<file path="config.mk">
export PLATFORM = sky130hd
export DESIGN_NAME = dtmf_dual_tone_gen
export DESIGN_NICKNAME = d
export VERILOG_FILES = /design/src/rtl/dtmf_dual_tone_gen.sv
export SDC_FILE = /design/constraint.sdc
export NUM_CORES = 1
export LEC_CHECK = 0
export ABC_AREA = 1
export BUFFER_PORTS_ARGS = -buffer_cell sky130_fd_sc_hd__buf_2
export CORE_AREA = 2 2 96 98
export DETAILED_ROUTE_END_ITERATION = 8
export DIE_AREA = 0 0 98 100
export PLACE_DENSITY_LB_ADDON = 0.1
export SYNTH_ARGS = -nofsm -noshare
export SYNTH_HDL_FRONTEND = slang
export SYNTH_SLANG_ARGS = --single-unit
</file>
<file path="constraint.sdc">
create_clock -name clk_1m_in -period 2.11 [get_ports clk_1m_in]
set_input_delay 0 -clock clk_1m_in [delete_from_list [all_inputs] [get_ports clk_1m_in]]
set_output_delay 0 -clock clk_1m_in [all_outputs]
set_load 0.01 [all_outputs]
</file>
<file path="src/rtl/dtmf_dual_tone_gen.sv">
// -----------------------------------------------------------------------------
// dtmf_dual_tone_gen
//
// DTMF dual-tone burst generator. A keypad code accepted in IDLE selects one
// row frequency and one column frequency. The block then produces both square
// waves for a fixed tone burst, stays silent for a fixed gap, and finally
// pulses done for one clock.
//
// Each tone comes from an independent divider. The divider counts 0..N-1 and
// toggles its output on the wrap, so one half period is exactly N clocks.
// N = CLK_HZ / (2 * f), truncated.
//
// Parameters
//   CLK_HZ   input clock frequency in Hz
//   TONE_MS  tone burst length in ms   (TONE_CYCLES = CLK_HZ/1000*TONE_MS >= 1)
//   GAP_MS   silent gap length in ms   (GAP_CYCLES  = CLK_HZ/1000*GAP_MS  >= 1)
//   CNT_W    divider counter width; must hold the largest half-period count
//   TMR_W    burst/gap timer width; must hold max(TONE_CYCLES, GAP_CYCLES)
//
// Ports
//   clk_1m_in    in   system clock, rising edge
//   reset_b      in   asynchronous active-low reset
//   key_in[3:0]  in   keypad code: [3:2] row index, [1:0] column index
//   key_valid    in   one-cycle request strobe, honoured only in IDLE
//   cancel       in   synchronous abort; overrides every other event
//   busy         out  high in TONE or GAP
//   tone_active  out  high in TONE only
//   row_out      out  row-tone square wave
//   col_out      out  column-tone square wave
//   dtmf_sum     out  row_out + col_out, for a 2-bit resistor DAC
//   done         out  one-cycle pulse when a burst completes normally
// -----------------------------------------------------------------------------
module dtmf_dual_tone_gen #(
  parameter int CLK_HZ  = 1_000_000,
  parameter int TONE_MS = 50,
  parameter int GAP_MS  = 50,
  parameter int CNT_W   = 16,
  parameter int TMR_W   = 24
) (
  input  logic       clk_1m_in,
  input  logic       reset_b,
  input  logic [3:0] key_in,
  input  logic       key_valid,
  input  logic       cancel,
  output logic       busy,
  output logic       tone_active,
  output logic       row_out,
  output logic       col_out,
  output logic [1:0] dtmf_sum,
  output logic       done
);

  localparam int TONE_CYCLES = CLK_HZ / 1000 * TONE_MS;
  localparam int GAP_CYCLES  = CLK_HZ / 1000 * GAP_MS;

  localparam logic [TMR_W-1:0] TONE_LAST = TMR_W'(TONE_CYCLES - 1);
  localparam logic [TMR_W-1:0] GAP_LAST  = TMR_W'(GAP_CYCLES - 1);

  // Terminal counts (N-1) of each divider. Row group: 697/770/852/941 Hz.
  localparam logic [CNT_W-1:0] ROW0_LAST = CNT_W'(CLK_HZ / (2 * 697) - 1);
  localparam logic [CNT_W-1:0] ROW1_LAST = CNT_W'(CLK_HZ / (2 * 770) - 1);
  localparam logic [CNT_W-1:0] ROW2_LAST = CNT_W'(CLK_HZ / (2 * 852) - 1);
  localparam logic [CNT_W-1:0] ROW3_LAST = CNT_W'(CLK_HZ / (2 * 941) - 1);
  // Column group: 1209/1336/1477/1633 Hz.
  localparam logic [CNT_W-1:0] COL0_LAST = CNT_W'(CLK_HZ / (2 * 1209) - 1);
  localparam logic [CNT_W-1:0] COL1_LAST = CNT_W'(CLK_HZ / (2 * 1336) - 1);
  localparam logic [CNT_W-1:0] COL2_LAST = CNT_W'(CLK_HZ / (2 * 1477) - 1);
  localparam logic [CNT_W-1:0] COL3_LAST = CNT_W'(CLK_HZ / (2 * 1633) - 1);

  typedef enum logic [1:0] {
    S_IDLE = 2'd0,
    S_TONE = 2'd1,
    S_GAP  = 2'd2
  } state_t;

  state_t           state_q, state_d;
  logic [3:0]       key_q, key_d;
  logic [CNT_W-1:0] row_cnt_q, row_cnt_d;
  logic [CNT_W-1:0] col_cnt_q, col_cnt_d;
  logic [TMR_W-1:0] timer_q, timer_d;
  logic             row_d, col_d;
  logic             busy_d, tone_d, done_d;
  logic [CNT_W-1:0] row_last, col_last;

  // Divider terminal counts are chosen from the latched key, so later changes
  // on key_in cannot disturb a burst that is already running.
  always_comb begin
    unique case (key_q[3:2])
      2'd0:    row_last = ROW0_LAST;
      2'd1:    row_last = ROW1_LAST;
      2'd2:    row_last = ROW2_LAST;
      default: row_last = ROW3_LAST;
    endcase
    unique case (key_q[1:0])
      2'd0:    col_last = COL0_LAST;
      2'd1:    col_last = COL1_LAST;
      2'd2:    col_last = COL2_LAST;
      default: col_last = COL3_LAST;
    endcase
  end

  // Next-state and next-output logic.
  always_comb begin
    // NOTE: every variable gets a default before the case statement. Without
    // this, any path that skips an assignment would infer a latch.
    state_d   = state_q;
    key_d     = key_q;
    row_cnt_d = row_cnt_q;
    col_cnt_d = col_cnt_q;
    timer_d   = timer_q;
    row_d     = row_out;
    col_d     = col_out;
    done_d    = 1'b0;

    unique case (state_q)
      S_IDLE: begin
        row_d = 1'b0;
        col_d = 1'b0;
        if (key_valid) begin
          key_d     = key_in;
          row_cnt_d = '0;
          col_cnt_d = '0;
          timer_d   = '0;
          state_d   = S_TONE;
        end
      end

      S_TONE: begin
        timer_d = timer_q + TMR_W'(1);

        if (row_cnt_q == row_last) begin
          row_cnt_d = '0;
          row_d     = ~row_out;
        end else begin
          row_cnt_d = row_cnt_q + CNT_W'(1);
        end

        if (col_cnt_q == col_last) begin
          col_cnt_d = '0;
          col_d     = ~col_out;
        end else begin
          col_cnt_d = col_cnt_q + CNT_W'(1);
        end

        // The last tone clock overrides the dividers so the gap starts silent.
        if (timer_q == TONE_LAST) begin
          timer_d   = '0;
          row_cnt_d = '0;
          col_cnt_d = '0;
          row_d     = 1'b0;
          col_d     = 1'b0;
          state_d   = S_GAP;
        end
      end

      S_GAP: begin
        row_d   = 1'b0;
        col_d   = 1'b0;
        timer_d = timer_q + TMR_W'(1);
        if (timer_q == GAP_LAST) begin
          timer_d = '0;
          done_d  = 1'b1;
          state_d = S_IDLE;
        end
      end

      default: begin
        row_d   = 1'b0;
        col_d   = 1'b0;
        state_d = S_IDLE;
      end
    endcase

    // Abort overrides everything, including a key_valid seen in IDLE.
    // The latched key is left alone; a new request reloads it anyway.
    if (cancel) begin
      state_d   = S_IDLE;
      row_cnt_d = '0;
      col_cnt_d = '0;
      timer_d   = '0;
      row_d     = 1'b0;
      col_d     = 1'b0;
      done_d    = 1'b0;
    end

    // Status flags are decoded from the next state and then registered. This
    // lines them up with the state and makes busy fall in the same cycle that
    // done rises.
    busy_d = (state_d != S_IDLE);
    tone_d = (state_d == S_TONE);
  end

  always_ff @(posedge clk_1m_in or negedge reset_b) begin
    if (!reset_b) begin
      state_q     <= S_IDLE;
      key_q       <= '0;
      row_cnt_q   <= '0;
      col_cnt_q   <= '0;
      timer_q     <= '0;
      row_out     <= 1'b0;
      col_out     <= 1'b0;
      busy        <= 1'b0;
      tone_active <= 1'b0;
      done        <= 1'b0;
    end else begin
      // NOTE: non-blocking assignments. All registers update together from
      // the values they held before the edge, so their order here is irrelevant.
      state_q     <= state_d;
      key_q       <= key_d;
      row_cnt_q   <= row_cnt_d;
      col_cnt_q   <= col_cnt_d;
      timer_q     <= timer_d;
      row_out     <= row_d;
      col_out     <= col_d;
      busy        <= busy_d;
      tone_active <= tone_d;
      done        <= done_d;
    end
  end

  // This is a pure adder on two flop outputs, so it changes only when they do.
  assign dtmf_sum = {1'b0, row_out} + {1'b0, col_out};

endmodule
</file>
==> key figures <==
Outcome
  • Status: complete, no violations

Worst setup path
  • Worst reg2reg endpoint: row_cnt_q[15]
  • Slowest CP cell: dfrtp_1
  • Worst r2r src: state_q[0]
  • R2R cell count: 10
  • Reg2Reg Setup Slack: 230 ps
  • Crit path arrival time: 2120 ps
  • Delay-heaviest family, CP: simple AND/OR/NAND/NOR gates
  • Req. time, crit path: 2350 ps
  • WS Path Type: flop to flop
  • Top cell by count, worst path: nand2_1
  • CP Buf/Inv Count: 2
  • Startpoint Class: flop
  • Crit end category: flop
  • Top fanout value on the critical path: 12
  • Largest stage delay, worst path: 380 ps
  • Crit-path cells: inv_1 > ha_1 > nand2_2 > nand3_2 > inv_1 > nor2_1 > nand2_1 > nand2_1 > nand2_1 > a21oi_2

Yosys
  • Synth warn: 0
  • Syn Nets: 659
  • Mapped Cells: 640
  • Synthesized area: 4550 sq um
  • Syn Area/Cell: 7.11 sq um
  • Sequential element share of the synthesized area: 36.9%
  • Synth Register Bits: 67
  • Distinct cells, synth: 34

Power and ir drop
  • Power per cell area: 548 nW/um^2
  • Peak supply drop: 0.000278 V
  • Leak: 2.28 nW
  • Power Total: 2.70 mW

STA
  • Final period util: 89.2%
  • Final setup violation count: 0
  • Clk_skew: 10.1 ps
  • Final Critical Period: 1880 ps
  • Worst slew margin: 58.1%
  • Hold Vio Cnt, Final: 0
  • Max Clk Rate: 0.532 GHz
  • Setup tns final: 0 ps
  • RSZ-0062 raised after global routing: false
  • Max Slew Vio Count: 0
  • Worst Max-Slew Pin Slew: 628 ps

Placement
  • RePlAce Congestion: 0.921
  • Port Buf Inserts: 14
  • Hpwl dp: 7880 um

Die
  • IO Count: 15
  • Die X-Extent: 98 um
  • Height of the die: 100 um
  • Std-Cell Rows: 35
  • Core area: 8890 sq um
  • Starting Density: 51.2%
  • Die area: 9800 sq um

CTS
  • Clock Latency Late Sink: 350 ps
  • CTS Sinks: 67
  • Clk buf depth: 2
  • H-tree levels: 3
  • Clock slew at reported path FFs: 80 ps
  • Total CTS buffers: 9
  • CTS tree: done
  • Clk root buf: clkbuf_8

Worst hold path
  • Worst Hold Class: input port to flop
  • Hold Path Sink: key_q[0]
  • Hold path depth: 3
  • Min-delay src: key_valid

Routing
  • Post-route ant nets: 0
  • Final WL: 10600 um
  • DRC Markers: 0
  • WL per Instance: 13.6 um
  • Via/cell ratio: 5.23
  • DR pass1 iterations: 5
  • Detailed-route via count: 4086
  • Initial drt markers: 148

Layout
  • Area Growth Syn to Fin: 8.39%
  • Layout fillers: 881
  • Ratio of cells with drive above 1 in the final layout: 14.2%
  • Register area: 1680 sq um
  • Nets: 685
  • Number of diodes: 0
  • Multi-input logic area: 2450 sq um

GRT
  • First-pass GRT wire length: 18800 um
  • Gr ovfl total: 0
  • Initial antenna violation count: 0
  • Tot GR Track Use: 23.6%
  • Vias in the first global route: 3906
  • Largest net degree at the start of global routing: 43

Flow run
  • Maximum capacitance violations: 0
## layout by cell type (no fill, tap or decap), drive strengths merged, types with 2 or more instances in the layout
cell and n:
nand2 172, nor2 111, inv 83, dfrtp 67, nand3 60, a21oi 44, o21ai 23, buf 21
nand4 18, xor2 17, clkbuf 13, nor3 12, ha 11, dlygate4sd3 6, clkinv 3, xnor2 2
## cell usage after synthesis
master / count / share of area (%)
buf_12: 2 / 0.88
xnor2_1: 2 / 0.39
a21oi_1: 24 / 2.6
o21ai_2: 1 / 0.19
ha_1: 11 / 3.0
nand3b_1: 1 / 0.17
dfrtp_1: 67 / 37
nor2_2: 11 / 1.5
nand2_1: 163 / 13
nor3_1: 10 / 1.1
buf_2: 5 / 0.55
o21bai_1: 1 / 0.17
nand3_1: 56 / 6.2
inv_1: 76 / 6.3
nand2_4: 2 / 0.50
xor2_1: 17 / 3.3
o21ai_1: 2 / 0.22
nand4_1: 17 / 2.3
nor3_2: 2 / 0.44
nand4_2: 1 / 0.28
nand3_2: 4 / 0.88
inv_2: 7 / 0.58
a21o_1: 1 / 0.17
or2_2: 1 / 0.14
nand2_2: 7 / 0.96
buf_6: 5 / 1.2
nor3b_1: 1 / 0.17
o21ai_0: 20 / 2.2
a21oi_2: 20 / 3.9
a22oi_2: 1 / 0.28
nor2_1: 97 / 8.0
mux2_2: 1 / 0.25
nor2_4: 3 / 0.74
o22ai_1: 1 / 0.14
## registers in the layout, summed over array words and instances (netlist names)
register,count
timer_q,24
col_cnt_q,16
row_cnt_q,16
key_q,4
state_q,2
busy,1
col_out,1
done,1
row_out,1
tone_active,1
## cells by family (layout without fill, tap and decap cells)
| group | after synthesis | count (layout) | synth area share, % |
|---|---|---|---|
| flip-flops | 67 | 67 | 36.9 |
| AO/OA/AOI/OAI | 71 | 71 | 9.85 |
| multiplexers | 1 | 1 | 0.248 |
| adder cells (fa/ha/maj) | 11 | 11 | 3.03 |
| AND/OR/NAND/NOR | 376 | 376 | 36.8 |
| buffers and inverters | 95 | 126 | 9.52 |
| XOR/XNOR | 19 | 19 | 3.66 |
## cell type report
type | count | area share (%)
sequential | 67 | 34.0
clock inverter | 3 | 0.305
timing repair buffer | 27 | 4.04
clock buffer | 13 | 2.82
multi-input combinational | 478 | 49.7
inverter | 83 | 6.32
tap | 111 | 2.82
## how the worst max path moves through the flow
stage,startpoint,slack [ps],cells past startpoint,end
floorplan,key_q[0],460,12,col_cnt_q[2]
global placement,key_q[0],200,11,col_cnt_q[7]
detailed placement,state_q[0],160,9,row_cnt_q[4]
CTS,state_q[0],140,9,row_cnt_q[4]
global route,state_q[1],20,11,col_cnt_q[8]
finish,state_q[0],230,10,row_cnt_q[15]
## worst min-delay path: stages
cell	delay, ps
buf_2	120
nand2_2	170
a21oi_1	90
## power by group
group,internal (mW),switching (mW),leakage [nW]
clock,0.423,0.519,0.0812
sequential,1.31,0.0449,0.920
combinational,0.128,0.271,1.27
total,1.87,0.835,2.28
## routing by layer
metal	global-route usage, %	up-vias	routed length, um
li1	-	2098	-
met1	30.1	1917	4780
met2	41.6	56	5350
met3	2.79	15	270
met4	8.65	0	202
met5	0	-	0
## what timing repair did
item,4_1_cts,5_1_grt
gates resized for setup,0,3
buffers inserted,0,0
setup endpoints to repair,0,5
hold buffers,6,0
hold endpoints to repair,31,0
## per-stage QoR
step           hold slack (ps)  area (sq um)  cells  utilization [%]  worst slack, ps
2_1_floorplan             -296          4550    640                -              461
3_3_place_gp              42.6          4700    760             52.9              195
3_5_place_dp              59.9          4700    760             52.9              155
4_1_cts                   64.8          4910    782             55.3              137
5_1_grt                    112          4930    782             55.5             15.1
6_report                  67.9          4930    782             55.5              229
No activity file was read; power rests on OpenSTA's default activity.
